<file path="src/rtl/bus_arbiter_2m.sv">
// -----------------------------------------------------------------------------
// bus_arbiter_2m
//
// Two-master bus arbiter with split-transaction parking. A master that is told
// by the slave to split is parked: its grant drops, the other master may use
// the bus meanwhile, and the parked master is resumed ahead of any new request
// once split falls and the bus is free. Only one park can be outstanding.
//
// Parameters
//   ARB_MODE      0 = fixed priority (master 0 wins), 1 = round-robin
//
// Ports
//   clk           system clock, all state updates on its rising edge
//   rstn          asynchronous active-low reset
//   breq[1:0]     per-master bus request
//   split         slave has parked a read (level)
//   grant[1:0]    registered per-master grant, one-hot or zero
//   msel          registered index of the routed master, holds when idle
//   busy          registered, high whenever a grant bit is high
//   split_owner   registered index of the parked master (valid with pending)
//   split_pending registered, high while a master is parked
// -----------------------------------------------------------------------------
module bus_arbiter_2m #(
  parameter int ARB_MODE = 0
) (
  input  logic       clk,
  input  logic       rstn,
  input  logic [1:0] breq,
  input  logic       split,
  output logic [1:0] grant,
  output logic       msel,
  output logic       busy,
  output logic       split_owner,
  output logic       split_pending
);

  typedef enum logic [1:0] {
    IDLE        = 2'd0,
    BUSY        = 2'd1,
    PARKED_IDLE = 2'd2
  } state_t;

  state_t state;
  logic   last_grant;

  logic [1:0] elig;
  logic [1:0] pick_r;
  logic       resume;
  logic       park_cancel;

  function automatic logic [1:0] onehot(input logic idx);
    return idx ? 2'b10 : 2'b01;
  endfunction

  // Result is {found, index}. With both masters eligible, round-robin favours
  // the one that did not hold the bus last.
  function automatic logic [1:0] pick(input logic [1:0] req, input logic last);
    logic [1:0] r;
    r = 2'b00;
    case (req)
      2'b01:   r = 2'b10;
      2'b10:   r = 2'b11;
      2'b11:   r = (ARB_MODE == 1) ? {1'b1, ~last} : 2'b10;
      default: r = 2'b00;
    endcase
    return r;
  endfunction

  // The parked master never competes in normal arbitration.
  assign elig        = breq & ~(split_pending ? onehot(split_owner) : 2'b00);
  assign pick_r      = pick(elig, last_grant);
  // Park is dropped silently once the parked master stops requesting.
  assign park_cancel = split_pending && !breq[split_owner];
  assign resume      = split_pending && breq[split_owner] && !split;

  always_ff @(posedge clk or negedge rstn) begin
    if (!rstn) begin
      state         <= IDLE;
      grant         <= 2'b00;
      msel          <= 1'b0;
      busy          <= 1'b0;
      split_owner   <= 1'b0;
      split_pending <= 1'b0;
      last_grant    <= 1'b1;
    end else begin
      case (state)
        IDLE, PARKED_IDLE: begin
          if (park_cancel) begin
            split_pending <= 1'b0;
          end
          if (resume) begin
            // Resume beats every other request and the arbitration mode.
            grant         <= onehot(split_owner);
            msel          <= split_owner;
            busy          <= 1'b1;
            last_grant    <= split_owner;
            split_pending <= 1'b0;
            state         <= BUSY;
          end else if (pick_r[1]) begin
            grant      <= onehot(pick_r[0]);
            msel       <= pick_r[0];
            busy       <= 1'b1;
            last_grant <= pick_r[0];
            state      <= BUSY;
          end else begin
            state <= (split_pending && !park_cancel) ? PARKED_IDLE : IDLE;
          end
        end

        BUSY: begin
          if (split && !split_pending) begin
            // Split wins even if the owner releases in the same cycle.
            grant         <= 2'b00;
            busy          <= 1'b0;
            split_pending <= 1'b1;
            split_owner   <= msel;
            state         <= PARKED_IDLE;
          end else begin
            if (park_cancel) begin
              split_pending <= 1'b0;
            end
            if (!breq[msel]) begin
              // Always fall to a no-grant state: this is the dead cycle.
              grant <= 2'b00;
              busy  <= 1'b0;
              state <= (split_pending && !park_cancel) ? PARKED_IDLE : IDLE;
            end
          end
        end

        default: begin
          state <= IDLE;
          grant <= 2'b00;
          busy  <= 1'b0;
        end
      endcase
    end
  end

endmodule

</file>
<file path="config.mk">
export PLATFORM = sky130hd
export DESIGN_NAME = bus_arbiter_2m
export DESIGN_NICKNAME = d
export VERILOG_FILES = /design/src/rtl/bus_arbiter_2m.sv
export SDC_FILE = /design/constraint.sdc
export NUM_CORES = 1
export LEC_CHECK = 0
export ABC_AREA = 1
export BUFFER_PORTS_ARGS = -buffer_cell sky130_fd_sc_hd__buf_4
export CORE_AREA = 2 2 39 41
export DETAILED_ROUTE_END_ITERATION = 8
export DIE_AREA = 0 0 41 43
export SETUP_SLACK_MARGIN = 0.5
export SKIP_LAST_GASP = 1
export SLEW_MARGIN = 15
export SYNTH_ARGS = -nofsm -noshare
export SYNTH_HDL_FRONTEND = slang
export SYNTH_SLANG_ARGS = --single-unit
</file>
<file path="constraint.sdc">
create_clock -name clk -period 1.3 [get_ports clk]
set_input_delay 0.195 -clock clk [delete_from_list [all_inputs] [get_ports clk]]
set_output_delay 0.195 -clock clk [all_outputs]
set_load 0.1 [all_outputs]
</file>
==> run summary, run 1 <==
The flow ran to the end, and the final reports show no timing, DRC or antenna violations. The clock-pin slew reported for the worst setup and hold paths after clock tree synthesis came out at 60 ps. The H-tree depth was 1.

The measured slew at the worst slew-check pin is 200.6 ps. Dominant cell type by count on the critical path: sky130_fd_sc_hd__nand2_1. The core area was 0.001384 mm^2; the multiplexer fraction of the synthesized cell area was 0. The tools report the count of nets after finishing as 87. The worst setup path is captured at a flip-flop. The most common cell after layout, fill and taps aside is sky130_fd_sc_hd__nand2_1. The final worst-path cycle share came out at 0.9000. The maximum fanout count along the critical path is 4, and the max capacitance violation total is 0. The run gives 0 as the final count of pins violating max slew.

Dividing the synthesized area by the synthesized cell count gives 6.725 um^2. The area added between synthesis and finish came out at 63.37%. The top cell types in the final layout, fill and taps aside, are sky130_fd_sc_hd__nand2_1, sky130_fd_sc_hd__nor2_1, sky130_fd_sc_hd__dfrtp_4, sky130_fd_sc_hd__buf_4.

After the first detailed-routing iteration, the DRC count stood at 6. The logs give 0.1750 for the fraction of met2 tracks used by global routing and 9 for the largest net degree at the start of global routing. Routability-driven placement finished with a final weighted congestion of 0.7693. Clock latency on the worst-skew pair, taken at its later pin, is 250 ps. The first global-routing pass estimated 1.455 mm of wire. Ratio of cells with drive above 1 in the final layout: 0.4074.

The fraction of the mapped netlist area in simple logic gates works out to 0.4593. The run gives 0 as the antenna diode count. The count of input and output buffers is 10, and the residual overflow from global routing is 0. Row generation in the floorplan step produced 14 rows. The max-slew headroom at the worst pin came out at 0.8666. The effective utilization at floorplan was 0.3110; the number of design rule violations left after detail routing was 0. The number of endpoints with negative hold slack in the final report is 0. The finished layout holds 97 standard cells, fillers aside. The maximum clock path buffer count is 2, and the count of buffer and inverter cells on the critical path is 2. Met3 capacity usage during global routing: 0.04712. Share of the synthesized area in compound gates (AO/OA/AOI/OAI): 0.02326. The family with the most delay on the worst path is flip-flops.

The met1 layer usage reported by global route is 0.1518, and the aggregate global-route resource usage is 0.1245. In this run, distinct cell masters in the synthesized netlist total 9. The worst setup path is of the reg2reg kind. The detail route stage leaves a number of antenna-violating nets equal to 0. The delay contributed by the slowest stage of the critical path came out at 500 ps. Across the whole layout, storage elements account for 222.7 um^2. The Yosys step of the flow raised 0 warnings. The maximum operating frequency was 0.8547 GHz; the detailed placer's ending HPWL was 709.4 um.

During I/O placement, the number of pins put on the boundary was 11. Buffers inserted during clock tree synthesis total 3. Setup slack on the worst reg-to-reg path comes out at 130 ps.

Combinational family with the most area after synthesis: simple AND/OR/NAND/NOR gates. Summing all multi-input logic gate instances after layout gives 247.7 um^2. Endpoint required time on the critical path: 1480 ps.

Cell with the largest stage delay on the worst path: sky130_fd_sc_hd__dfrtp_4. Walking the worst path, the cells encountered are inv_4, nand2_1, nand2_1, nand2_1, inv_2, nand2_1, nor2_1, nor2_1, nor2_1. The total standard cell area after synthesis was 430.4 um^2. Setup repair after global routing could not meet its margin everywhere. After global routing, the most crowded layer is met2. The layout has 132 filler cells. The final route contains 440 vias. The via count of the first global-routing pass came out at 369.

Setup violations remaining at the end of the flow were counted as 0. Final period demand of the worst path: 1170 ps. The overall die width works out to 41 um. The arithmetic-cell share of the synthesized area counting full adders, half adders and majority gates was 0. The largest total area in the synthesized netlist belongs to sky130_fd_sc_hd__dfrtp_1. The routed design has 950 um of wire. The xor and xnor area share after synthesis works out to 0.

The logs give 6.749 ps for the worst clock skew and 0.001763 mm^2 for the total die area. The worst setup path is launched from a flip-flop. The per-cell via count in the routed design came out at 4.536. The synthesized design contains 8 register bits.

The die is 43 um tall. The CTS sink count was 8. TritonCTS built the clock tree.

Once placement completed, the tool counted placed cells totaling 91. The clock root buffer is sky130_fd_sc_hd__clkbuf_4. The logs give 64 for the number of instances in the synthesized netlist and 0 for the initial antenna violation count.

The total iterations of the first detailed-routing run was 4. The number of nets in the synthesized netlist is 69, and the worst path arrival time is 1350 ps. The total negative slack for setup checks was 0 ps.

After routing the design area is 703.2 um^2. Ranked by total cell area, the synthesized netlist is headed by sky130_fd_sc_hd__dfrtp_1, sky130_fd_sc_hd__nand2_1, sky130_fd_sc_hd__nor2_1. Dividing the detail-routed wire length by the instance count gives 9.794 um. The proportion of synthesized chip area in sequential cells is 0.4651. The run gives 570.5 um^2 as the cell area after placement. The tightest min-delay check is of the in2async type. Portion of synthesized cell area occupied by the leading cell type: 0.4651.
## cell usage after synthesis (all sizes together)
| master | instances |
|---|---|
| nand2 | 32 |
| o21ai | 1 |
| nor2 | 10 |
| dfrtp | 8 |
| a21oi | 1 |
| nand3 | 6 |
| inv | 6 |
## final cells by class
type / count / area share
Timing Repair Buffer: 13 / 0.2295
Multi-Input combinational cell: 50 / 0.3523
Sequential cell: 8 / 0.3167
Inverter: 6 / 0.03559
Clock buffer: 4 / 0.03737
Tap cell: 16 / 0.02847
## flip-flops by register name (all words and copies together), names as in the netlist
name / cells
split_owner: 1
grant: 2
split_pending: 1
msel: 1
busy: 1
state: 2
## worst paths after layout
path	startpoint	end	cells past startpoint
max in group asynchronous	rstn	split_owner	2
max	split_owner	state[1]	9
min reg2reg	busy	busy	2
min in group clk	split	split_pending	5
max reg2reg	split_owner	state[1]	9
min	rstn	grant[0]	2
## timing repair
action                                 CTS  global route
gates resized for setup                 12             9
buffers inserted                         1             0
setup endpoints to repair               14            14
endpoints found under the hold margin    8             0
hold buffers                             1             0
pin swaps                                2             1
## logic make-up (layout without fill, tap and decap cells)
family | Yosys count | in the layout
buf+inv | 6 | 23
simple gates | 48 | 48
compound gates | 2 | 2
flops | 8 | 8
## per-stage QoR
stage	utilization	setup slack (ps)	hold slack (ps)
after floorplan	-	9.980	-100.6
after global placement	0.4123	151.9	22.20
after detailed placement	0.4123	135.6	22.02
after CTS	0.4792	132.0	290.2
after global routing	0.5081	66.08	304.6
final	0.5081	130.0	295.8
## routing by layer
layer / vias to the layer above / share of wire / wire [um]
met5: - / 0 / 0
met4: 0 / 0 / 0
met2: 8 / 0.51 / 484
met3: 0 / 0.032 / 30
li1: 230 / - / -
met1: 202 / 0.46 / 435
Power of run 1 is left out: the tool's default activity adds up to more than one toggle a clock period on the data nets, which glitch-free logic cannot reach.
==> inputs of run 2 (changes only) <==
==> constraint.sdc (replaced) <==
create_clock -name clk -period 1.05 [get_ports clk]
set_input_delay 0.1575 -clock clk [delete_from_list [all_inputs] [get_ports clk]]
set_output_delay 0.1575 -clock clk [all_outputs]
set_load 0.1 [all_outputs]
==> run 2 against run 1 <==
Net effect:
- the run now ends with setup timing left
- non-clock buffer count grew 4
- flip-flop and latch count is the same
- first-iteration DRC count shrank 67%
- global-route usage grew 1.3 points
- utilization grew 3.2 points
- critical path type is now reg2out
- cell count grew 4.1%
- critical path depth shrank 7
- clock skew grew 2.7 ps
- sequential share of layout area shrank 1.9 points
- critical endpoint is now msel
- cell area grew 6.2%
- register-to-register slack lost 270 ps
- count of clock-buffer cells in the layout is the same
==> run summary, run 2 (synthesis results as in run 1) <==
The per-cell via count in the routed design was 4.376 (was 4.536); the largest net degree at the start of global routing was 9 (unchanged). The DRC marker count from the first detailed-route iteration came out at 2 (was 6). Series of cell instances along the critical path: buf_6, buf_12 (was inv_4, nand2_1, nand2_1, nand2_1, inv_2, nand2_1, nor2_1, nor2_1, nor2_1). TritonCTS built the clock tree.

The run gives 0 (unchanged) as the initial antenna violation count. Setup repair after global routing could not meet its margin everywhere. For the maximum clock path buffer count, the log shows 2 (unchanged). The detail-routed net length per standard cell works out to 9.871 um (was 9.794 um). The final worst-path cycle share works out to 1.153. The run finished, with violations left.

The maximum fanout count along the critical path is 4 (unchanged), and the detailed placer's ending HPWL is 752.8 um (was 709.4 um). For the final count of pins violating max slew, the log shows 0 (unchanged). The number of antenna-violating nets in the routed design is 0 (unchanged), and the overall die width is 41 um (unchanged). The insertion delay to the later sink of the worst-skew pair was 250 ps (about the same); the utilization after layout was 0.5398 (was 0.5081). The die span in y works out to 43 um (unchanged). The via total after detailed routing is 442 (was 440), and the count of input and output buffers is 10 (unchanged). The logs give 91 (was 87) for the count of nets after finishing and 14 (unchanged) for the total number of placement rows. The max capacitance violation total is 0 (unchanged). The count of endpoints failing setup in the final report was 13 (was 0).

The worst clock skew is 9.415 ps (was 6.749 ps), and the CTS sink count is 8 (unchanged). The ratio of cells with drive above 1 in the final layout was 0.4353 (was 0.4074). Endpoint required time on the critical path: 890 ps (was 1480 ps). The checks that failed: setup timing. The tools report the launching element type of the critical path as a flip-flop (unchanged).

The total CTS buffers is 3 (unchanged). The maximum operating frequency is 0.8263 GHz, and the effective utilization at floorplan is 0.3110 (unchanged). The tools report the number of design rule violations left after detail routing as 0 (unchanged). The max-slew headroom at the worst pin was 0.8839 (was 0.8666); the number of endpoints with negative hold slack in the final report was 0 (unchanged). Regs by FF count: grant: 2 flops, state: 2 flops (unchanged). The area added between synthesis and finish came out at 73.55% (was 63.37%).

The total die area is 0.001763 mm^2 (unchanged). The non-filler instance count after layout was 101 (was 97). Final period demand of the worst path: 1210 ps. The measured slew at the worst slew-check pin came out at 173.5 ps (was 200.6 ps). The class of the tightest hold or removal check was in2async (unchanged). The wire length of the first global-routing pass came out at 1.600 mm (was 1.455 mm). The tools report the cell count after placement as 96 (was 91).

The antenna diode count came out at 0 (unchanged). The residual overflow from global routing was 0 (unchanged). The logs give 127 (was 132) for the total of fill cells in the finished design and 0.7280 (was 0.7693) for the final estimated routing congestion in global placement.

The tools report the clock root buffer as sky130_fd_sc_hd__clkbuf_4 (unchanged). The post-CTS repair timing setup buffer count was 0 (was 1). The run gives 4 (unchanged) as the total iterations of the first detailed-routing run.

The logs give 0.001384 mm^2 (unchanged) for the core area and 1050 ps (was 1350 ps) for the worst path arrival time. The run gives 393 (was 369) as the via count of the first global-routing pass. The cell with the largest stage delay on the worst path is sky130_fd_sc_hd__dfrtp_4 (unchanged). The clock-pin slew reported for the worst setup and hold paths after clock tree synthesis is 60 ps (about the same). Aggregate global-route resource usage: 0.1375 (was 0.1245). Most common cell after layout, fill and taps aside: sky130_fd_sc_hd__nand2_1 (unchanged). The kind of critical path was reg2out (was reg2reg).

Final worst-path setup slack: -160.2 ps (was 130.0 ps). Number of ports placed on the die boundary: 11 (unchanged). The endpoint kind of the worst setup timing path is an output port (was a flip-flop). The H-tree depth was 1 (unchanged).

The delay contributed by the slowest stage of the critical path came out at 510 ps (was 500 ps). The final wirelength was 997 um (was 950 um). Leading cell types in the layout, fill and taps excluded: sky130_fd_sc_hd__nand2_1, sky130_fd_sc_hd__nor2_1, sky130_fd_sc_hd__buf_4 (was sky130_fd_sc_hd__nand2_1, sky130_fd_sc_hd__nor2_1, sky130_fd_sc_hd__dfrtp_4, sky130_fd_sc_hd__buf_4).
[run 2: through the flow]
| stage | hold slack, ps | TNS (ps) | area, um^2 | worst slack [ps] |
|---|---|---|---|---|
| 6_report | 256.2 | -1149 | 747.0 | -160.2 |
| 3_3_place_gp | -15.63 | -493.0 | 608.1 | -93.15 |
| 2_1_floorplan | -138.1 | -1564 | 467.9 | -240.0 |
| 5_1_grt | 256.8 | -1884 | 747.0 | -193.7 |
| 4_1_cts | 249.0 | -1179 | 739.5 | -163.0 |
| 3_5_place_dp | -16.02 | -576.3 | 608.1 | -110.8 |
[run 2: area by class of cell]
type	instances	area, um^2	share of cell area
sequential	8	222.7	0.2982
inverter	6	25.02	0.03350
timing repair buffer	17	212.7	0.2848
tap	16	20.02	0.02680
clock buffer	4	26.28	0.03518
multi-input combinational	50	240.2	0.3216
[run 2: critical path: cells and delay by family, from the launching register on]
family	cells	cell delay, ps
buffers and inverters	2	280
flip-flops	1	510
[run 2: routing by layer]
| layer | global-route usage | up-vias | part of all wire |
|---|---|---|---|
| met1 | 0.1743 | 196 | 0.47 |
| met3 | 0.04712 | 2 | 0.028 |
| met5 | 0 | - | 0 |
| met2 | 0.2031 | 8 | 0.50 |
| met4 | 0.06000 | 0 | 0.0040 |
| li1 | - | 236 | - |
[run 2: what timing repair did]
item | in CTS | in global routing
endpoints found under the hold margin | 8 | 0
gates resized for setup | 24 | 2
hold buffers | 1 | 0
endpoints found under the setup margin | 14 | 14
pin swaps | 1 | 3
[run 2: worst paths after layout]
check / from / to / slack [ps] / depth (start not counted)
max: msel / msel / -160 / 2
min: rstn / grant[0] / 260 / 2
max reg2reg: split_owner / state[1] / -140 / 9
min reg2reg: grant[0] / grant[0] / 550 / 2
max in group asynchronous: rstn / split_owner / 630 / 2
min in group clk: split / split_pending / 270 / 5
Power of run 2 is left out for the same reason.
==> inputs of run 3 (changes only) <==
--- a/config.mk
+++ b/config.mk
@@ -7,6 +7,7 @@
 export LEC_CHECK = 0
 export ABC_AREA = 1
 export BUFFER_PORTS_ARGS = -buffer_cell sky130_fd_sc_hd__buf_4
+export CAP_MARGIN = 20
 export CORE_AREA = 2 2 39 41
 export DETAILED_ROUTE_END_ITERATION = 8
 export DIE_AREA = 0 0 41 43
==> constraint.sdc (replaced) <==
create_clock -name clk -period 1.5 [get_ports clk]
set_input_delay 0.225 -clock clk [delete_from_list [all_inputs] [get_ports clk]]
set_output_delay 0.225 -clock clk [all_outputs]
set_load 0.1 [all_outputs]
==> run 3 against run 2 <==
Net effect:
- the flow now finishes without violations
- utilization decreased by 2.6 points
- flip-flop and latch count unchanged
- global-route usage decreased by 1.1 points
- first-iteration DRC count grew to 4.0 times the previous value
- register-to-register slack improved by 470 ps
- count of clock-buffer cells in the layout is the same
- via count down 4.1%
- cell area is 4.9% lower
- cell count fell by 3.0%
==> run summary, run 3 (synthesis results as in run 1) <==
Regs by FF count: grant: 2 flops, state: 2 flops (unchanged). The total number of placement rows was 14 (unchanged). Insertion delay to the later sink of the worst-skew pair: 250 ps (about the same). Via count of the first global-routing pass: 385 (was 393).

The count of nets after finishing was 88 (was 91). The detail-routed net length per standard cell is 9.796 um (was 9.871 um). The logs give 0 (unchanged) for the final count of pins violating max slew and 0 (was 13) for the count of endpoints failing setup in the final report. The final period demand of the worst path is 1202 ps, and the via total after detailed routing is 424 (was 442). Area added between synthesis and finish: 65.12% (was 73.55%). The number of antenna-violating nets in the routed design was 0 (unchanged); the detailed placer's ending HPWL was 706 um (was 752.8 um). The measured slew at the worst slew-check pin works out to 200.2 ps (was 173.5 ps). The run finished with clean final reports. The launching element type of the critical path was a flip-flop (unchanged). The clock root buffer was sky130_fd_sc_hd__clkbuf_4 (unchanged). Per-cell via count in the routed design: 4.327 (was 4.376). Endpoint kind of the worst setup timing path: an output port (unchanged). For the utilization after layout, the log shows 0.5136 (was 0.5398). For the number of endpoints with negative hold slack in the final report, the log shows 0 (unchanged). The CTS sink count was 8 (unchanged); the maximum operating frequency was 0.8321 GHz. The antenna diode count is 0 (unchanged).

For the number of ports placed on the die boundary, the log shows 11 (unchanged). The tools report the total iterations of the first detailed-routing run as 5 (was 4). Max capacitance violation total: 0 (unchanged).

The overall die width came out at 41 um (unchanged). Final wirelength: 960 um (was 997 um). The count of input and output buffers was 10 (unchanged); the maximum clock path buffer count was 2 (unchanged).

The family with the most delay on the worst path was flip-flops (unchanged). The cell with the largest stage delay on the worst path was sky130_fd_sc_hd__dfrtp_4 (unchanged). The class of the tightest hold or removal check is in2async (unchanged). For the number of design rule violations left after detail routing, the log shows 0 (unchanged). The H-tree depth is 1 (unchanged), and the final estimated routing congestion in global placement is 0.7606 (was 0.7280).

The kind of critical path was reg2out (unchanged). The tools report the core area as 0.001384 mm^2 (unchanged). The initial antenna violation count is 0 (unchanged), and the total die area is 0.001763 mm^2 (unchanged). Leading cell types in the layout, fill and taps excluded: sky130_fd_sc_hd__nand2_1, sky130_fd_sc_hd__nor2_1, sky130_fd_sc_hd__nand2_2 (was sky130_fd_sc_hd__nand2_1, sky130_fd_sc_hd__nor2_1, sky130_fd_sc_hd__buf_4). The run gives 0.3110 (unchanged) as the effective utilization at floorplan. The tools report the total of fill cells in the finished design as 131 (was 127). Setup repair after global routing could not meet its margin everywhere. The residual overflow from global routing was 0 (unchanged).

The DRC marker count from the first detailed-route iteration came out at 8 (was 2). TritonCTS built the clock tree. The max-slew headroom at the worst pin was 0.8669 (was 0.8839); the worst path arrival time was 980 ps (was 1050 ps). For the largest net degree at the start of global routing, the log shows 9 (unchanged). The endpoint required time on the critical path is 1270 ps (was 890 ps). The die span in y came out at 43 um (unchanged).

Series of cell instances along the critical path: buf_12 (was buf_6, buf_12). Most common cell after layout, fill and taps aside: sky130_fd_sc_hd__nand2_1 (unchanged). The maximum fanout count along the critical path is 7 (was 4), and the aggregate global-route resource usage is 0.1263 (was 0.1375). The delay contributed by the slowest stage of the critical path works out to 530 ps (was 510 ps). The clock-pin slew reported for the worst setup and hold paths after clock tree synthesis is 60 ps (about the same). The worst clock skew is 3.486 ps (was 9.415 ps), and the count of buffer and inverter cells on the critical path is 1 (was 2). The total CTS buffers was 3 (unchanged); the ratio of cells with drive above 1 in the final layout was 0.4512 (was 0.4353).

The total negative slack for setup checks was 0 ps (was -1149 ps); the final worst-path cycle share was 0.8012. The wire length of the first global-routing pass was 1.455 mm (was 1.600 mm).
-- run 3: cell count changes in the layout (fill, tap and decap cells not counted), moves of 2 or more --
cell	delta
sky130_fd_sc_hd__nand2_1	-3
sky130_fd_sc_hd__nand3_2	-2
sky130_fd_sc_hd__dfrtp_4	-4
sky130_fd_sc_hd__nand2_2	+3
sky130_fd_sc_hd__dfrtp_2	+4
-- run 3: worst paths after layout --
check | depth (start not counted) | end | slack [ps] | start
max | 1 | split_pending | 300 | split_pending
min | 2 | msel | 330 | rstn
max reg2reg | 9 | state[1] | 330 | split_owner
min reg2reg | 2 | busy | 500 | busy
max in group asynchronous | 2 | split_pending | 1030 | rstn
min in group clk | 5 | split_pending | 330 | split
-- run 3: routing by layer --
layer	vias to the layer above	part of all wire	track usage
met5	-	0	0
met4	0	0.021	0.1200
met3	2	0.011	0.01571
met2	4	0.50	0.1688
met1	189	0.47	0.1650
li1	229	-	-
-- run 3: what timing repair did --
item	in CTS	in global routing
hold buffers	1	0
pin swaps	2	3
endpoints found under the hold margin	8	0
buffers inserted	1	2
gates resized for setup	15	10
cloned	0	0
endpoints found under the setup margin	14	14
-- run 3: area by class of cell --
type	count	area (um^2)	area share
tap	16	20.02	0.02817
sequential	8	212.7	0.2993
inverter	6	25.02	0.03521
multi-input combinational	50	252.7	0.3556
clock buffer	4	26.28	0.03697
timing repair buffer	14	173.9	0.2447
-- run 3: per-stage QoR --
stage / area [um^2] / hold WS (ps) / worst slack, ps / cells
6_report: 710.7 / 325.5 / 298.2 / 98
4_1_cts: 658.1 / 317.0 / 305.8 / 96
5_1_grt: 710.7 / 320.4 / 247.4 / 98
2_1_floorplan: 457.9 / -70.59 / 204.0 / 64
3_5_place_dp: 553.0 / 48.92 / 334.5 / 90
3_3_place_gp: 553.0 / 47.80 / 353.5 / 90
Power of run 3 is left out for the same reason.
